===== src/rtl/fizzbuzz_event_packer.sv =====
// Classifies fizz/buzz flags per sample cycle, tags hits with the cycle index and queues them
// for a valid/ready sink. Define FBEP_STATS_EN to add per-code event counters.
module fizzbuzz_event_packer #(
  parameter int MAX_CYCLES = 100,
  parameter int DEPTH      = 4,
  parameter int DROP_W     = 8,
  localparam int IDXW      = $clog2(MAX_CYCLES)
) (
  input  logic              clk,
  input  logic              resetn,
  input  logic              in_en,
  input  logic              fizz,
  input  logic              buzz,
  input  logic              fizzbuzz,
  output logic              out_valid,
  input  logic              out_ready,
  output logic [1:0]        out_code,
  output logic [IDXW-1:0]   out_index,
  output logic              overflow,
  output logic [DROP_W-1:0] drop_cnt,
  input  logic              clr_overflow
`ifdef FBEP_STATS_EN
  ,
  output logic [15:0]       stat_fizz,
  output logic [15:0]       stat_buzz,
  output logic [15:0]       stat_fizzbuzz
`endif
);

  localparam int PTRW = (DEPTH > 1) ? $clog2(DEPTH) : 1;
  localparam int CNTW = $clog2(DEPTH + 1);
  localparam int EW   = IDXW + 2;

  logic [IDXW-1:0]   idx_q, idx_d;
  logic [EW-1:0]     mem_q [DEPTH];
  logic [PTRW-1:0]   wr_ptr_q, wr_ptr_d;
  logic [PTRW-1:0]   rd_ptr_q, rd_ptr_d;
  logic [CNTW-1:0]   count_q, count_d;
  logic              overflow_q, overflow_d;
  logic [DROP_W-1:0] drop_cnt_q, drop_cnt_d;

  logic       event_s;
  logic [1:0] code_s;
  logic       full_s;
  logic       pop_s;
  logic       push_s;
  logic       drop_s;

  function automatic logic [PTRW-1:0] ptr_inc(input logic [PTRW-1:0] p);
    if (p == PTRW'(DEPTH - 1)) begin
      return {PTRW{1'b0}};
    end else begin
      return p + PTRW'(1);
    end
  endfunction

  // Classify the sample cycle; a set fizzbuzz flag or both single flags give code 3.
  always_comb begin
    event_s = 1'b0;
    code_s  = 2'd0;
    if (in_en) begin
      if (fizzbuzz || (fizz && buzz)) begin
        event_s = 1'b1;
        code_s  = 2'd3;
      end else if (fizz) begin
        event_s = 1'b1;
        code_s  = 2'd1;
      end else if (buzz) begin
        event_s = 1'b1;
        code_s  = 2'd2;
      end else begin
        event_s = 1'b0;
        code_s  = 2'd0;
      end
    end else begin
      event_s = 1'b0;
      code_s  = 2'd0;
    end
  end

  assign full_s = (count_q == CNTW'(DEPTH));
  assign pop_s  = (count_q != {CNTW{1'b0}}) && out_ready;
  assign push_s = event_s && (!full_s || pop_s);
  assign drop_s = event_s && full_s && !pop_s;

  always_comb begin
    idx_d      = idx_q;
    wr_ptr_d   = wr_ptr_q;
    rd_ptr_d   = rd_ptr_q;
    count_d    = count_q;
    overflow_d = overflow_q;
    drop_cnt_d = drop_cnt_q;

    if (in_en) begin
      if (idx_q == IDXW'(MAX_CYCLES - 1)) begin
        idx_d = {IDXW{1'b0}};
      end else begin
        idx_d = idx_q + IDXW'(1);
      end
    end else begin
      idx_d = idx_q;
    end

    if (push_s) begin
      wr_ptr_d = ptr_inc(wr_ptr_q);
    end else begin
      wr_ptr_d = wr_ptr_q;
    end

    if (pop_s) begin
      rd_ptr_d = ptr_inc(rd_ptr_q);
    end else begin
      rd_ptr_d = rd_ptr_q;
    end

    case ({push_s, pop_s})
      2'b10:   count_d = count_q + CNTW'(1);
      2'b01:   count_d = count_q - CNTW'(1);
      default: count_d = count_q;
    endcase

    // A drop in the clearing cycle wins over the clear.
    if (clr_overflow) begin
      overflow_d = drop_s;
      drop_cnt_d = drop_s ? DROP_W'(1) : {DROP_W{1'b0}};
    end else if (drop_s) begin
      overflow_d = 1'b1;
      if (drop_cnt_q != {DROP_W{1'b1}}) begin
        drop_cnt_d = drop_cnt_q + DROP_W'(1);
      end else begin
        drop_cnt_d = drop_cnt_q;
      end
    end else begin
      overflow_d = overflow_q;
      drop_cnt_d = drop_cnt_q;
    end
  end

  always_ff @(posedge clk or negedge resetn) begin
    if (!resetn) begin
      idx_q      <= {IDXW{1'b0}};
      wr_ptr_q   <= {PTRW{1'b0}};
      rd_ptr_q   <= {PTRW{1'b0}};
      count_q    <= {CNTW{1'b0}};
      overflow_q <= 1'b0;
      drop_cnt_q <= {DROP_W{1'b0}};
    end else begin
      idx_q      <= idx_d;
      wr_ptr_q   <= wr_ptr_d;
      rd_ptr_q   <= rd_ptr_d;
      count_q    <= count_d;
      overflow_q <= overflow_d;
      drop_cnt_q <= drop_cnt_d;
    end
  end

  always_ff @(posedge clk or negedge resetn) begin
    if (!resetn) begin
      for (int i = 0; i < DEPTH; i++) begin
        mem_q[i] <= {EW{1'b0}};
      end
    end else if (push_s) begin
      mem_q[wr_ptr_q] <= {code_s, idx_q};
    end
  end

  assign out_valid = (count_q != {CNTW{1'b0}});
  assign out_code  = out_valid ? mem_q[rd_ptr_q][EW-1 -: 2] : 2'd0;
  assign out_index = out_valid ? mem_q[rd_ptr_q][IDXW-1:0] : {IDXW{1'b0}};
  assign overflow  = overflow_q;
  assign drop_cnt  = drop_cnt_q;

`ifdef FBEP_STATS_EN
  logic [15:0] stat_fizz_q, stat_fizz_d;
  logic [15:0] stat_buzz_q, stat_buzz_d;
  logic [15:0] stat_fizzbuzz_q, stat_fizzbuzz_d;

  function automatic logic [15:0] stat_next(input logic [15:0] cur, input logic hit,
                                            input logic clr);
    if (clr) begin
      return hit ? 16'd1 : 16'd0;
    end else if (hit && (cur != 16'hFFFF)) begin
      return cur + 16'd1;
    end else begin
      return cur;
    end
  endfunction

  // Every classified event counts, whether or not the FIFO had room for it.
  always_comb begin
    stat_fizz_d     = stat_next(stat_fizz_q, event_s && (code_s == 2'd1), clr_overflow);
    stat_buzz_d     = stat_next(stat_buzz_q, event_s && (code_s == 2'd2), clr_overflow);
    stat_fizzbuzz_d = stat_next(stat_fizzbuzz_q, event_s && (code_s == 2'd3), clr_overflow);
  end

  always_ff @(posedge clk or negedge resetn) begin
    if (!resetn) begin
      stat_fizz_q     <= 16'd0;
      stat_buzz_q     <= 16'd0;
      stat_fizzbuzz_q <= 16'd0;
    end else begin
      stat_fizz_q     <= stat_fizz_d;
      stat_buzz_q     <= stat_buzz_d;
      stat_fizzbuzz_q <= stat_fizzbuzz_d;
    end
  end

  assign stat_fizz     = stat_fizz_q;
  assign stat_buzz     = stat_buzz_q;
  assign stat_fizzbuzz = stat_fizzbuzz_q;
`endif

endmodule


===== config.mk =====
export PLATFORM = sky130hd
export DESIGN_NAME = fizzbuzz_event_packer
export DESIGN_NICKNAME = d
export VERILOG_FILES = /design/src/rtl/fizzbuzz_event_packer.sv
export SDC_FILE = /design/constraint.sdc
export NUM_CORES = 1
export LEC_CHECK = 0
export CAP_MARGIN = 20
export CORE_AREA = 8 8 91 93
export CTS_CLUSTER_SIZE = 8
export DETAILED_ROUTE_END_ITERATION = 16
export DIE_AREA = 0 0 99 101
export PLACE_DENSITY = 0.62
export SLEW_MARGIN = 20
export SYNTH_ARGS = -nofsm -noshare
export SYNTH_HDL_FRONTEND = slang
export SYNTH_SLANG_ARGS = --single-unit

===== constraint.sdc =====
create_clock -name clk -period 4.7 [get_ports clk]
set_clock_uncertainty 0.15 [all_clocks]
set_input_delay 0.705 -clock clk [delete_from_list [all_inputs] [get_ports clk]]
set_output_delay 0.705 -clock clk [all_outputs]
set_load 0.01 [all_outputs]

; Yosys cells after proc, flatten, opt, wreduce, memory -nomap -nowiden
; Cells that the tools add are included.
[op_classes]
order_cmp = 3
n_addsub = 6
n_reduce_logical = 15
n_eq_ne = 7
muxes = 26
bitwise_logic = 2
[op_table]
columns = op, n
row1 = 36-bit bitwise mux, 1
row2 = 9-bit 2-to-1 mux, 3
row3 = 8-bit 2-to-1 mux, 3
row4 = 9-bit binary-select mux with 2-bit select, 1
row5 = 9-bit demux with 2-bit select, 1
row6 = 2-bit 2-to-1 mux, 7
row7 = 7-bit 2-to-1 mux, 2
row8 = 8-bit by 1-bit adder with 8-bit output (second input constant), 1
row9 = 8-bit != test (second input constant), 1
row10 = 7-bit by 1-bit adder with 7-bit output (second input constant), 1
row11 = 7-bit equality test (second input constant), 1
row12 = 1-bit 2-to-1 mux, 7
row13 = 2-bit equality test (second input constant), 3
row14 = 3-bit greater-or-equal comparator (second input constant), 2
row15 = 1-bit logical AND, 6
row16 = 2-bit NOT with 3-bit output, 2
row17 = 3-bit case mux with 2 select lines, 1
row18 = 2-bit nonzero test, 3
row19 = 2-bit by 1-bit adder with 2-bit output (second input constant), 2
row20 = 3-bit by 1-bit adder with 3-bit output (second input constant), 1
row21 = 3-bit equality test (second input constant), 1
row22 = 3-bit by 1-bit < comparator with 1-bit output (second input constant), 1
row23 = 3-bit nonzero test, 1
row24 = 3-bit by 1-bit subtractor with 3-bit output (second input constant), 1
row25 = 4 further kinds, 6
[word_totals]
register_bits = 59
output_inout_bits = 19
input_bits = 8
word_cells = 69

; Logic depth before layout (Yosys ltp)
; Gate-level depths: netlist of run 1.
[depth]
word_depth = 8
mapped_depth = 10
depth_no_buf = 9

; Worst setup path after synthesis of run 1
; Ideal clock, no wire load.
[synth_timing]
path_type = in2reg
from = input port out_ready
to = register count_q[2]
setup_ns = 0.079
path_buffers = 1
path_slack_ns = 1.961
required_time_ns = 4.471
path_stages = 10
arrival_time_ns = 2.510
cell_sequence = or4b_1 -> buf_2 -> and2_1 -> inv_2 -> ha_1 -> inv_1 -> fa_1 -> xor2_1 -> nor2_1 -> xor2_1
[synth_via]
elab_chain_len = 5
elab_cells_between_ends = 7
cone_classes = eq/ne: 2 / mux: 1 / reduce/logical: 4
[synth_rtl]
columns = item, line_no
row1 = "start, declared", 16  ; input logic out_ready,
row2 = 1-bit logical AND (*), 82  ; assign pop_s = (count_q != {CNTW{1'b0}}) && out_ready;
row3 = 1-bit logical OR, 83  ; assign push_s = event_s && (!full_s || pop_s);
row4 = 1-bit logical AND, 83
row5 = 2-bit by 1-bit equality test with 1-bit output / 2-bit equality test (equally long branches), 116  ; case ({push_s, pop_s})
row6 = 3-bit case mux with 2 select lines / 2-bit nonzero test (equally long branches), --
row7 = "end signal, assigned", 144  ; count_q <= {CNTW{1'b0}};
row8 = "end signal, assigned", 151  ; count_q <= count_d;
row9 = "end, declared", 38  ; logic [CNTW-1:0] count_q, count_d;
; Every way passes the cells marked *; elsewhere a longest branch is shown, timed or not.
; A chain may end at the register's enable or synchronous reset.

; Final worst setup path of run 1
[layout_timing]
from = register rd_ptr_q[0]
to = output port out_code[0]
[layout_via]
elab_chain_len = 5
[layout_rtl]
columns = item, line_no
row1 = "start, declared", 37  ; logic [PTRW-1:0] rd_ptr_q, rd_ptr_d;
row2 = "start signal, assigned", 143  ; rd_ptr_q <= {PTRW{1'b0}};
row3 = "start signal, assigned", 150  ; rd_ptr_q <= rd_ptr_d;
row4 = 2-bit NOT with 3-bit output (not written as such), 168  ; assign out_code = out_valid ? mem_q[rd_ptr_q][EW-1 -: 2] : 2'd0;
row5 = 9-bit binary-select mux with 2-bit select, 168
row6 = 9-bit 2-to-1 mux (2 in a row), --
row7 = 2-bit 2-to-1 mux, 168
row8 = "end, declared", 17  ; output logic [1:0] out_code,
; No other way between the ends. The select of a mux whose other input is x is not followed.

==> impl_metrics.toml, run 1 <==
[synthesis]
ys_top_cells_by_area = "dfrtp_1 (51%), mux2_1 (9.3%), mux4_2 (7.0%)"
postSynth.topFlopCell = "dfrtp_1"
synth_cell_types = 38
synth.yosys.warnings = 0
synth-async-reset-ratio_pct = 100
post-synth-top-area-cell = "dfrtp_1"
ys_ff_latch = 59
synth-edff-count = 0
yosysMostFrequentCell = "dfrtp_1"
synth.top_cell.area_share_pct = 51.0
netlist_instances = 237
synth.cell_area_sq_um = 2890
mappedNetlistNets = 254
synth.top_cells.by_count = "dfrtp_1 (59), mux2_1 (24), nand2_1 (18), o21ai_0 (14)"
post_synth.cell_area_avg_sq_um = 12.2
ys_seq_area_share_pct = 51.0

[worst_setup_path]
start_kind = "flip-flop"
class_of_the_most_critical_setup_path = "reg2out"
number_of_cells_on_the_worst_reg_to_reg_path = 9
crit_fanout = 12
end_kind = "output pin"
timing.critical_path.to = "out_code[0]"
worstReg2RegStart = "count_q[0]$_DFFE_PN0P_"
startpoint = "rd_ptr_q[0]$_DFFE_PN0P_"
critical_path.reg2reg.endpoint = "count_q[2]$_DFFE_PN0P_"
critPathRequiredTime_ps = 3850
worstPathArrival_ps = 2350
ff2ff_setup_slack_ps = 2000

[placement]
post-dp-hpwl_um = 3840
numPortBuffers = 26
gpl.final_weighted_congestion = 0.759
placed_instance_area_sq_um = 3200

[floorplanning]
die_w_um = 99
design.portCount = 27
core_sq_um = 6940
rows = 31
start_util_pct = 41.7
dieHeight_um = 101
floorplan.die_area_sq_um = 10000

[worst_hold_path]
min-delay-path-class = "in2async"

[grt]
gr-usage-all-layers_pct = 12.0
grt_max_degree = 49
grt.overflow.total = 0
first_global_vias = 1907
antenna_violations_before_repair = 0
grt_pass1_wl_um = 9450

[routing]
drc_errors = 0
route.detailed.wl_per_inst_um = 15.7
finalWirelength_um = 5510
via_count = 1886
detailedRoute.firstIterationViolations = 88
vias_per_cell = 5.39
route.antenna.remaining_nets = 0
drt_pass1_iterations = 4

[timing]
timing.max_slew.rel_slack_pct = 54.5
fin_hold_ws_ps = 104
hold_viol_final = 0
final-max-slew-violation-count = 0
finalWorstPathRequiredPeriod_ps = 3210
layout_worst_path_cycle_share_pct = 68.2
max_slew.worst_pin.slew_ps = 683
grt_setup_unrepaired = "no"
final-setup-viol-count = 0
clock.fmax_mhz = 312
fin_tns_setup_ps = 0

[clock_tree]
post_cts_resized = 0
clockBufferDepth = 2
clkSlewWorstSetupHoldPaths_ps = 70
cts_tree = "done"
post-cts-setup-buffer-count = 0
cts.sinks = 59
post_cts_hold_buffer_count = 0
cts_htree_levels = 3
cts_root_buf = "clkbuf_8"
numCtsBuffers = 9
clock_latency_ps = 320

[layout]
final_nets = 280
drive_above_1_share_pct = 13.1
areaGrowthSynthToFinish_pct = 17.1
antenna_cells = 0
postLayoutCellArea_sq_um = 3390

[power]
vdd_drop_max_uv = 224
total_leakage_power_nw = 1.49
p_per_area_nw_per_um2 = 609

[outcome]
run_status = "completed"

[flow_run]
drv_cap = 0
## stage by stage
stage	std cells	power (W)	utilization (%)	setup slack, ps
after floorplan	237	0.00138	-	1960
after global placement	334	0.00163	46.0	1370
after detailed placement	334	0.00166	46.0	1330
after CTS	350	0.00210	48.8	1430
after global routing	350	0.00222	48.8	1350
final	350	0.00206	48.8	1490
## layer usage
| metal | global-route usage (%) | vias up | wire [um] |
|---|---|---|---|
| li1 | - | 898 | - |
| met5 | 0 | - | 0 |
| met4 | 3.19 | 0 | 53 |
| met1 | 16.0 | 941 | 2800 |
| met2 | 18.3 | 40 | 2400 |
| met3 | 3.80 | 7 | 262 |
## worst min path at each step
| stage | endpoint | cells past startpoint | startpoint |
|---|---|---|---|
| after floorplan | count_q[0]$_DFFE_PN0P_ | 0 | resetn |
| after global placement | mem_q[8]$_DFFE_PN0P_ | 2 | mem_q[8]$_DFFE_PN0P_ |
| after detailed placement | mem_q[17]$_DFFE_PN0P_ | 2 | mem_q[17]$_DFFE_PN0P_ |
| after CTS | mem_q[33]$_DFFE_PN0P_ | 1 | resetn |
| after global routing | mem_q[15]$_DFFE_PN0P_ | 1 | resetn |
| final | mem_q[33]$_DFFE_PN0P_ | 1 | resetn |
## state kept, by name, summed over array words and instances, names as in the netlist
| name | count |
|---|---|
| count_q | 3 |
| drop_cnt | 8 |
| idx_q | 7 |
| mem_q | 36 |
| overflow | 1 |
| rd_ptr_q | 2 |
| wr_ptr_q | 2 |
## placed cells by master (no fill, tap or decap), types with 2 or more instances in the layout
cell             synthesis  layout
dfrtp_1                 59      59
clkdlybuf4s50_1          0      25
mux2_1                  24      24
nand2_1                 18      18
o21ai_0                 14      14
clkbuf_8                 0      13
and2_1                  11      11
nand3_1                 11      11
nor2_1                  11      11
mux4_2                   9       9
ha_1                     8       8
inv_1                    7       7
mux2_2                   6       6
xor2_1                   5       5
mux2i_1                  5       5
a21oi_1                  5       5
nor3_1                   4       4
or3_1                    3       3
nand4_1                  3       3
xnor2_1                  3       3
a21o_1                   2       2
o31ai_1                  2       2
clkbuf_1                 6       2
## worst max-delay path: stages, from the launching register on
cell	delay (ps)
dfrtp_1	780
mux4_2	610
and2_1	170
clkdlybuf4s50_1	470
## logic make-up (layout without fill, tap and decap cells)
group | count (synthesis) | after routing | synth area share, %
compound gates | 28 | 28 | 5.71
xor+xnor | 8 | 8 | 2.42
fa+ha+maj | 9 | 9 | 4.15
buf+inv | 20 | 51 | 3.20
flops | 59 | 59 | 51.0
mux | 44 | 44 | 20.4
simple gates | 69 | 69 | 13.1
## final cells by class
type	instances	area, sq um
fillers	635	3550
flip-flops and latches	59	1480
multi-input cells	158	1330
repair buffers	27	263
clock buffers	15	186
well taps	82	103
inverters	8	30.0
clock inverters	1	5.00
## where the power goes
group,internal [W],switching (W)
registers,0.000704,0.000197
clock network,0.000249,0.000182
logic,0.000444,0.000287
No activity file was read; power rests on OpenSTA's default activity.
==> inputs of run 2 (changes only) <==
clock period = 3.35 ns   (was 4.7 ns; I/O delays follow)
==> impl_metrics.toml, run 2 (synthesis gave the netlist of run 1 again) <==
[worst_setup_path]
class_of_the_most_critical_setup_path = "reg2out"
crit_fanout = 12
worstPathArrival_ps = 2090
end_kind = "output pin"
critPathRequiredTime_ps = 2700
start_kind = "flip-flop"

[routing]
via_count = 1905
drc_errors = 0
route.detailed.wl_per_inst_um = 16.2
finalWirelength_um = 5760
drt_pass1_iterations = 4
vias_per_cell = 5.35
route.antenna.remaining_nets = 0
detailedRoute.firstIterationViolations = 54

[layout]
finish.utilization_pct = 49.5
layout.area.seq_sq_um = 1480
antenna_cells = 0
regMostFlops = "mem_q"
final_nets = 286
layout.cells.non_filler = 356
mostFrequentLayoutCell = "dfrtp_1"
drive_above_1_share_pct = 15.3
areaGrowthSynthToFinish_pct = 18.7
multi_input_area_sq_um = 1330
num-fill-cells = 626
largest_register_ff_count = 36
most_used_cells_in_the_layout_excluding_fill_and_tap_cells = "dfrtp_1 (59), clkdlybuf4s50_1 (25), mux2_1 (24)"

[grt]
gr-usage-all-layers_pct = 12.5
grt.overflow.total = 0
grt_pass1_wl_um = 9750
grt_max_degree = 41
antenna_violations_before_repair = 0
first_global_vias = 1936

[clock_tree]
numCtsBuffers = 9
post_cts_hold_buffer_count = 0
clkSlewWorstSetupHoldPaths_ps = 70
cts_root_buf = "clkbuf_8"
clock_latency_ps = 320
clockBufferDepth = 2
cts_htree_levels = 3
cts.sinks = 59
post-cts-setup-buffer-count = 0
cts_tree = "done"
post_cts_resized = 0

[timing]
setup_ws_ps = 608
hold_viol_final = 0
grt_setup_unrepaired = "no"
finalWorstPathRequiredPeriod_ps = 2740
clock.fmax_mhz = 365
layout_worst_path_cycle_share_pct = 81.9
max_slew.worst_pin.slew_ps = 883
final-max-slew-violation-count = 0
final-setup-viol-count = 0
timing.max_slew.rel_slack_pct = 41.1
fin_tns_setup_ps = 0

[worst_hold_path]
min-delay-path-class = "in2async"

[floorplanning]
rows = 31
dieHeight_um = 101
floorplan.die_area_sq_um = 10000
die_w_um = 99
start_util_pct = 41.7
core_sq_um = 6940
design.portCount = 27

[placement]
post-dp-hpwl_um = 4040
gpl.final_weighted_congestion = 0.821
placed_cells = 340
dp_worst_setup_slack_ps = 384
numPortBuffers = 26

[flow_run]
drv_cap = 0

[power]
total_leakage_power_nw = 1.51
totalPowerFinal_w = 0.00295
p_per_area_nw_per_um2 = 860
vdd_drop_max_uv = 221

[outcome]
run_status = "completed"
run 2: cell types whose count changed in the layout (fill, tap and decap cells not counted):
| cell | previous run | this run |
|---|---|---|
| clkbuf_8 | 13 | 9 |
| clkinvlp_4 | 0 | 3 |
| bufinv_16 | 0 | 1 |
| buf_4 | 1 | 7 |
| clkbuf_1 | 2 | 1 |
| clkinv_4 | 0 | 1 |
run 2: per-layer routing:
| layer | share of wire [%] | track usage [%] | up-vias |
|---|---|---|---|
| met5 | 0 | 0 | - |
| met4 | 1.4 | 5.67 | 0 |
| met3 | 5.6 | 3.87 | 9 |
| met2 | 44 | 18.6 | 52 |
| met1 | 49 | 16.4 | 928 |
| li1 | - | - | 916 |
run 2: per-stage QoR:
step	instance area, sq um	hold WS [ps]
after floorplan	2890	56.9
after global placement	3240	309
after detailed placement	3240	323
after CTS	3440	171
after global routing	3440	219
final	3440	140
run 2: worst max-delay path, cell delays in order, from the launching register on:
cell             delay, ps
dfrtp_1                320
buf_4                  240
mux4_2                 560
and2_1                 170
clkdlybuf4s50_1        470
run 2: worst paths after layout:
check / start / to / slack (ps) / cells after the start
setup reg to reg: count_q[0]$_DFFE_PN0P_ / count_q[2]$_DFFE_PN0P_ / 850 / 9
min in group clk: mem_q[25]$_DFFE_PN0P_ / mem_q[25]$_DFFE_PN0P_ / 340 / 2
hold / removal: resetn / mem_q[30]$_DFFE_PN0P_ / 140 / 1
max in group asynchronous: resetn / idx_q[5]$_DFFE_PN0P_ / 2120 / 2
hold reg to reg: mem_q[25]$_DFFE_PN0P_ / mem_q[25]$_DFFE_PN0P_ / 340 / 2
setup / recovery: rd_ptr_q[0]$_DFFE_PN0P_ / out_index[1] / 610 / 4
run 2: final cells by class:
type | instances | share of cell area [%]
Sequential cell | 59 | 43.0
Multi-Input combinational cell | 158 | 38.6
Clock buffer | 10 | 3.71
Tap cell | 82 | 2.99
Inverter | 8 | 0.874
Clock inverter | 6 | 1.93
Timing Repair Buffer | 33 | 8.96
run 2: power by group:
part           total (W)  internal, W  switching (W)
combinational    0.00110     0.000646       0.000450
sequential       0.00123     0.000988       0.000242
clock           0.000627     0.000343       0.000284
